`config.mk`:
```
export PLATFORM = sky130hd
export DESIGN_NAME = data_mem_responder
export DESIGN_NICKNAME = d
export VERILOG_FILES = /design/src/rtl/data_mem_responder.sv
export SDC_FILE = /design/constraint.sdc
export NUM_CORES = 2
export LEC_CHECK = 0
export CAP_MARGIN = 20
export CORE_ASPECT_RATIO = 0.7
export CORE_UTILIZATION = 50
export DETAILED_ROUTE_END_ITERATION = 16
export PLACE_DENSITY_LB_ADDON = 0.12
export SETUP_SLACK_MARGIN = 0.1
export SYNTH_ARGS = -nofsm -noshare
export SYNTH_HDL_FRONTEND = slang
export SYNTH_SLANG_ARGS = --single-unit
```
`constraint.sdc`:
```
create_clock -name CLK -period 5.6 [get_ports CLK]
set_clock_uncertainty 0.05 [all_clocks]
set_input_delay 0.84 -clock CLK [delete_from_list [all_inputs] [get_ports CLK]]
set_output_delay 0.84 -clock CLK [all_outputs]
set_load 0.005 [all_outputs]
```
`src/rtl/data_mem_responder.sv`:
```
// Word-addressed data-memory slave for the core's load/store port: one request at a time,
// completed LATENCY cycles after acceptance with a single-cycle memReady pulse.
module data_mem_responder #(
    parameter int ADDR_WIDTH = 6,
    parameter int LATENCY    = 2
) (
    input  logic        CLK,
    input  logic        reset,
    input  logic [31:0] Addressmem,
    input  logic [31:0] WriteDataMem,
    input  logic        memWrite,
    input  logic        memRead,
    output logic [31:0] ReadDataMem,
    output logic        memReady,
    output logic        memError,
    output logic        memStall,
    output logic [1:0]  fsm_state_o
);

    localparam int         DEPTH  = 2 ** ADDR_WIDTH;
    localparam logic [3:0] LAT_M1 = 4'(LATENCY - 1);

    typedef enum logic [1:0] {
        IDLE = 2'd0,
        BUSY = 2'd1,
        RESP = 2'd2
    } state_t;

    state_t      state_q;
    logic [3:0]  cnt_q;
    logic [31:0] addr_q;
    logic [31:0] wdata_q;
    logic        wr_q;
    logic        rd_q;
    logic [31:0] rdata_q;
    logic        ready_q;
    logic        error_q;

    logic [31:0] mem [DEPTH];

    logic                  req;
    logic                  finish;
    logic [31:0]           acc_addr;
    logic [31:0]           acc_data;
    logic                  acc_wr;
    logic                  acc_rd;
    logic                  acc_err;
    logic [ADDR_WIDTH-1:0] acc_idx;

    assign req = memRead | memWrite;

    // With LATENCY=1 the access completes on the accept edge, so it must use the live inputs.
    always_comb begin
        acc_addr = addr_q;
        acc_data = wdata_q;
        acc_wr   = wr_q;
        acc_rd   = rd_q;
        if (state_q == IDLE) begin
            acc_addr = Addressmem;
            acc_data = WriteDataMem;
            acc_wr   = memWrite;
            acc_rd   = memRead;
        end
    end

    assign acc_idx = acc_addr[ADDR_WIDTH+1:2];
    assign acc_err = (acc_addr[1:0] != 2'b00)
                   | ((acc_addr >> (ADDR_WIDTH + 2)) != 32'd0)
                   | (acc_wr & acc_rd);

    assign finish = ((state_q == IDLE) && req && (LATENCY == 1))
                  | ((state_q == BUSY) && (cnt_q == 4'd0));

    always_ff @(posedge CLK or negedge reset) begin
        if (!reset) begin
            state_q <= IDLE;
            cnt_q   <= 4'd0;
            addr_q  <= 32'd0;
            wdata_q <= 32'd0;
            wr_q    <= 1'b0;
            rd_q    <= 1'b0;
            rdata_q <= 32'd0;
            ready_q <= 1'b0;
            error_q <= 1'b0;
        end else begin
            ready_q <= 1'b0;
            error_q <= 1'b0;
            case (state_q)
                IDLE: begin
                    if (req) begin
                        addr_q  <= Addressmem;
                        wdata_q <= WriteDataMem;
                        wr_q    <= memWrite;
                        rd_q    <= memRead;
                        cnt_q   <= LAT_M1;
                        state_q <= (LATENCY == 1) ? RESP : BUSY;
                    end
                end
                BUSY: begin
                    if (cnt_q == 4'd0) begin
                        state_q <= RESP;
                    end else begin
                        cnt_q <= cnt_q - 4'd1;
                    end
                end
                RESP:    state_q <= IDLE;
                default: state_q <= IDLE;
            endcase
            if (finish) begin
                ready_q <= 1'b1;
                error_q <= acc_err;
                if (acc_err) begin
                    rdata_q <= 32'd0;
                end else if (acc_rd) begin
                    rdata_q <= mem[acc_idx];
                end
            end
        end
    end

    // RAM is never cleared; a reset landing mid-access suppresses the pending write.
    always_ff @(posedge CLK) begin
        if (reset && finish && acc_wr && !acc_err) begin
            mem[acc_idx] <= acc_data;
        end
    end

    assign ReadDataMem = rdata_q;
    assign memReady    = ready_q;
    assign memError    = error_q;
    assign memStall    = req & ~ready_q;
    assign fsm_state_o = state_q;

endmodule

```
# After elaboration in Yosys (flattened, before gate mapping)
# Memory sizes are Yosys's and may differ from the RTL's.
# Index checks and enable logic that the tools add are counted.
# op_classes
add_sub_neg,1
n_eq_ne,4
n_mux,16
bitwise,6
reduce_logical,15
# ops
cell,n
two-way mux 32 bit,4
nonzero test 32 bit,1
two-way mux 4 bit,2
one-hot mux 4 bit (2 select lines),1
two-way mux 1 bit,6
AND reduction 2 bit,3
nonzero test 2 bit,3
logical AND 1 bit,4
logical NOT 4 bit,1
two-way mux 2 bit,2
"inequality test 2 bit, second input constant",2
one-hot mux 2 bit (2 select lines),1
"subtractor 4 x 1 -> 4 bit, second input constant",1
OR 1 bit,3
AND reduction 3 bit,1
bitwise AND 1 bit,2
"equality test 2 x 1 -> 1 bit, second input constant",1
logical NOT 2 bit,1
"inequality test 2 x 1 -> 1 bit, second input constant",1
logical NOT 1 bit,1
NOT 1 bit,1
# totals
register_bits,106
mem_bits_rw,2048
in_bits,68
out_inout_bits,37
elab_cells,52
mem_count,1
# memory_table
memory,depth,word_bits,read_ports,rd_clocked_by_memory_dff,write_ports,line_no,source
mem,64,32,1,0,1,39,logic [31:0] mem [DEPTH];

# Depth between registers and ports, before layout
# logic_depth
ltp_word,9
ltp_mapped,13
mapped_depth_nobuf,8

# Worst setup path before layout
# No wires, ideal clock.
# synth_timing
path_type,input -> register
start,in Addressmem[4]
end,"mem mem[2][0], enable pin"
setup_ns,0.421
arrival_time_ns,3.916
required_ns,5.129
slack_ns,1.213
path_stages,8
path_buffers,4
cell_sequence,clkbuf_1 nor4_2 a21o_1 buf_2 buf_2 buf_2 nand3_1 nor2_1
# synth_via
elab_chain_len,1
# synth_rtl
element,line_no,source
from (decl),9,"input logic [31:0] Addressmem,"
two-way mux 32 bit,58,if (state_q == IDLE) begin
to (decl),39,
# No other way between the ends.

# Worst setup path after layout
# layout_timing
start,"reg state_q[1], in the netlist fsm_state_o[1]"
end,"reg rdata_q[5], in the netlist ReadDataMem[5]"
# layout_via
elab_chain_len,7
word_cells_on_any_way,16
cone_classes,1 x eq/ne; 5 x mux; 3 x bitwise; 6 x reduce/logical; 1 x memory
# layout_rtl
element,line_no,source
from (decl),29,state_t state_q;
from (signal assigned),96,state_q <= (LATENCY == 1) ? RESP : BUSY;
"parallel branches: the longest is 7 deep, another holds memory read (64 x 32 bit)",--,
to (signal assigned),115,rdata_q <= mem[acc_idx];
to (decl),35,logic [31:0] rdata_q;
# Several ways; the timed one is not identified. The select of a mux whose other input is x is not followed.
# A chain may end at the register's enable or synchronous reset.

==> Flow_metrics.wiki <==
{| class="wikitable"
! Metric !! Value
|-
| Bufs on Longest Clock Path || 3
|-
| Count of state elements after synthesis || about 2200
|-
| Number of instances in the synthesized netlist || 5366
|-
| CTS resizes || 0
|-
| Relative slew slack || between 20 and 25%
|-
| Syn Area/Cell || 15.3 µm²
|-
| Worst Setup Slack post-DPL || 0.350 ns
|-
| Fraction of the yosys area taken by sequential cells || slightly below 80%
|-
| Count of non-filler cells in the finished layout || approximately 8000
|-
| Final-report hold violation count || 0
|-
| Slew of the pin with the lowest slew margin || about 1.2 ns
|-
| Part of the total power dissipated in the clock network || approximately a quarter
|-
| Sequential standard cell area || between 60000 and 70000 µm²
|-
| Endpoint kind of the worst setup timing path || register
|-
| Endpoint arrival time on the critical path || around 5.4 ns
|-
| Register-to-Register Path Depth || 8
|-
| Antenna violations before repair || 23
|-
| Net count after synthesis || 5435
|-
| Number of fill cells || about 13000
|-
| Combinational power share || ~37%
|-
| Worst path required time || about 6.3 ns
|-
| Yosys warns || 0
|-
| Relative area change from synthesis to final layout || 15.2%
|-
| First-pass GRT wire length || between 400 and 500 mm
|-
| Total Die Area || 166000 µm²
|-
| Category of the worst setup path launch point || register
|-
| Post-Place Cell Area || slightly below 90000 µm²
|-
| Post-layout total power || 54.9 mW
|-
| CP Class || register to register
|-
| Slowest-stage cell, CP || sky130_fd_sc_hd__nor4_1
|-
| TritonCTS clock tree || yes
|-
| H-tree levels || 4
|-
| Result of the run || finished clean
|-
| Commonest cells after routing, fill and taps aside || sky130_fd_sc_hd__edfxtp_1 (2048), sky130_fd_sc_hd__nand2_1 (912), sky130_fd_sc_hd__o22ai_1 (342)
|-
| Setup slack of the most critical reg-to-reg path || around 0.86 ns
|-
| Proportion of register bits with asynchronous set or reset after synthesis || slightly below 5%
|-
| Synthesized area || between 80000 and 90000 µm²
|-
| Classification of the worst-slack hold path || primary input to asynchronous set/reset pin
|-
| DRC errors left || 0
|-
| Clock tree sinks || ~2200
|-
| Gpl congestion || between 0.9 and 1
|-
| Pleak || 31.2 nW
|-
| Shortest period the worst path allows || around 4.7 ns
|-
| Final setup violation count || 0
|-
| Vias after detailed routing || around 54000
|-
| Site Rows || 124
|-
| Post-route setup TNS || 0 ns
|-
| Most common library cell in the layout ignoring fill and taps || sky130_fd_sc_hd__edfxtp_1
|-
| Tcrit/Tclk final || 84.6%
|-
| Die Width || 486 µm
|-
| # nets final || 5741
|-
| Violation count after the first detailed-routing iteration || around 9000
|-
| Chip height || between 300 and 400 µm
|-
| Switching power summed over all nets || about 21 mW
|-
| Remaining antenna violation count || 0
|-
| Count of port buffers added during placement || around 100
|-
| Clock-pin slew reported for the worst setup and hold paths after clock tree synthesis || around 0.070 ns
|-
| Latest clock arrival within the worst-skew pair || approximately 0.86 ns
|-
| Area of the core region || between 150000 and 200000 µm²
|-
| Number of global-route vias before repair || about 50000
|-
| Startpoint of the lowest-slack register-to-register path || fsm_state_o[1]
|-
| Overall Global Routing Usage || a little over a third
|-
| Most used flip-flop cell after synthesis || sky130_fd_sc_hd__edfxtp_1
|-
| Worst vdd rail ir drop || approximately 700 µV
|-
| R2R Path End || ReadDataMem[5]
|-
| Ordered list of cells on the worst path || o21a_1 -> a22oi_2 -> buf_8 -> buf_12 -> o22ai_1 -> nor4_1 -> o221ai_1 -> o31ai_1
|-
| Max-capacitance violation count || 0
|-
| Critical Path Fanout Max || 21
|-
| Post-DR vias/cell || approximately 6.7
|-
| WL per Instance || approximately 37 µm
|-
| Placed cell count || around 7700
|-
| Distinct cell type count of the synthesized netlist || slightly below 80
|-
| I/O pin count || 105
|-
| Maximum number of pins on one net before global-route repair || slightly above 70
|-
| Initial Utilization || between 50% and 60%
|-
| Layout cells sized above 1 || 14.1%
|-
| Worst setup slack after layout || a little under 0.9 ns
|-
| Timing-limited maximum frequency || ~0.21 GHz
|-
| Power density over cell area || 580 nW/µm²
|-
| CP max stage delay || approximately 0.90 ns
|-
| Total area of multi-input combinational cells || between 15000 and 20000 µm²
|-
| Sw frac || a little under 40%
|-
| GRT Residual Overflow || 0
|-
| Final WL || 297 mm
|-
| RSZ-0062 raised after global routing || false
|-
| TritonCTS Buffers || 194
|-
| Post-route standard cell area excluding fillers || between 90000 and 100000 µm²
|-
| Internal power of the cells || about 33 mW
|-
| Post-synth EDFFs || 2048
|-
| Root Buffer Master || sky130_fd_sc_hd__clkbuf_16
|-
| Sum of net half-perimeters after detailed placement || approximately 170 mm
|-
| Portion of total power attributed to sequential cells || between 30% and 40%
|-
| Max-slew violation count || 0
|-
| Length of the first detailed-routing pass in iterations || 6
|}
through the flow:
step / hold slack [ns] / utilization [%]
floorplan: 0.409 / -
global placement: 0.440 / 54.2
detailed placement: 0.446 / 54.2
CTS: 0.282 / 58.0
global route: 0.304 / 58.0
finish: 0.324 / 58.0
state kept, by name (all words and copies together), names as in the netlist:
signal,flops
mem,2048
ReadDataMem,32
addr_q,32
wdata_q,32
cnt_q,4
fsm_state_o,2
memError,1
memReady,1
rd_q,1
wr_q,1
layout make-up:
type / instances / area share [%]
Sequential cell: 2154 / 67.8
Multi-Input combinational cell: 2863 / 18.1
Clock buffer: 262 / 5.58
Timing Repair Buffer: 451 / 4.68
Tap cell: 2205 / 2.92
Clock inverter: 99 / 0.878
Inverter: 8 / 0.0317
Antenna cell: 3 / 0.00793
cell families after synthesis:
kind of cell               Yosys count  synth area share (%)
muxes                              236                  2.98
and+or+nand+nor                   1596                  8.32
buffers and inverters              349                  1.95
DFF                               2154                  78.1
xor gates and xnor gates             2                0.0213
AOI/OAI and AO/OA                 1028                  8.62
adders and majority gates            1                0.0152
how the worst max path moves through the flow:
stage,end,start,slack [ns],cells after the start
floorplan,mem[2][0],Addressmem[4],1.21,8
global placement,ReadDataMem[14],Addressmem[2],0.39,8
detailed placement,ReadDataMem[14],Addressmem[2],0.35,8
CTS,ReadDataMem[14],fsm_state_o[1],0.75,7
global route,ReadDataMem[5],fsm_state_o[1],0.81,8
finish,ReadDataMem[5],fsm_state_o[1],0.86,8
power groups by stage:
stage,logic (mW),clock network (mW),registers [mW]
floorplan,10.1,0,21.9
detailed placement,19.6,0,21.8
finish,20.3,13.1,21.5
global route,20.8,13.7,21.5
CTS,19.7,13.2,21.5
global placement,19.4,0,21.8
cell usage after synthesis, drive strengths merged (4+ instances only):
cell / instances / area (µm²)
o22a: 6 / 52.6
a32o: 34 / 340
edfxtp: 2048 / 61500
nand3: 221 / 1110
a22oi: 10 / 118
or3: 4 / 25.0
nand4: 7 / 43.8
nor2b: 4 / 25.0
a2111oi: 18 / 158
o21a: 5 / 37.5
o31ai: 11 / 82.6
a221oi: 8 / 70.1
a211oi: 55 / 413
nand2b: 5 / 31.3
inv: 8 / 30.0
a21oi: 162 / 822
mux2i: 166 / 1660
o21ai: 45 / 229
o22ai: 342 / 2140
clkbuf: 117 / 439
a21o: 5 / 37.5
a41o: 4 / 40.0
o221ai: 20 / 175
buf: 224 / 1130
o41ai: 10 / 87.6
nand2: 953 / 3590
dfrtp: 106 / 2650
nor4: 65 / 413
or4: 10 / 75.1
o2111ai: 6 / 52.6
nor2: 210 / 791
mux2: 70 / 788
a31oi: 121 / 757
nor3b: 4 / 45.1
nor3: 37 / 185
a32oi: 138 / 1210
a22o: 7 / 61.3
and3: 61 / 382
metal layers:
| layer | vias to the layer above | part of all wire (%) | GRT usage [%] |
|---|---|---|---|
| li1 | 21600 | - | - |
| met1 | 27400 | 39 | 52.5 |
| met2 | 4302 | 42 | 50.3 |
| met3 | 654 | 15 | 10.1 |
| met4 | 16 | 4.1 | 13.1 |
| met5 | - | 0.033 | 0 |
repair_timing:
item	CTS	global route
setup buffers	0	0
hold buffers	1	0
hold endpoints to repair	8	0
critical path, delay by kind of cell (launching register included):
| family | cells | cell delay, ns |
|---|---|---|
| flip-flops | 1 | 0.72 |
| AO/OA/AOI/OAI | 5 | 2.49 |
| buffers and inverters | 2 | 0.46 |
| AND/OR/NAND/NOR | 1 | 0.90 |
Power figures use the tool's default switching activity.
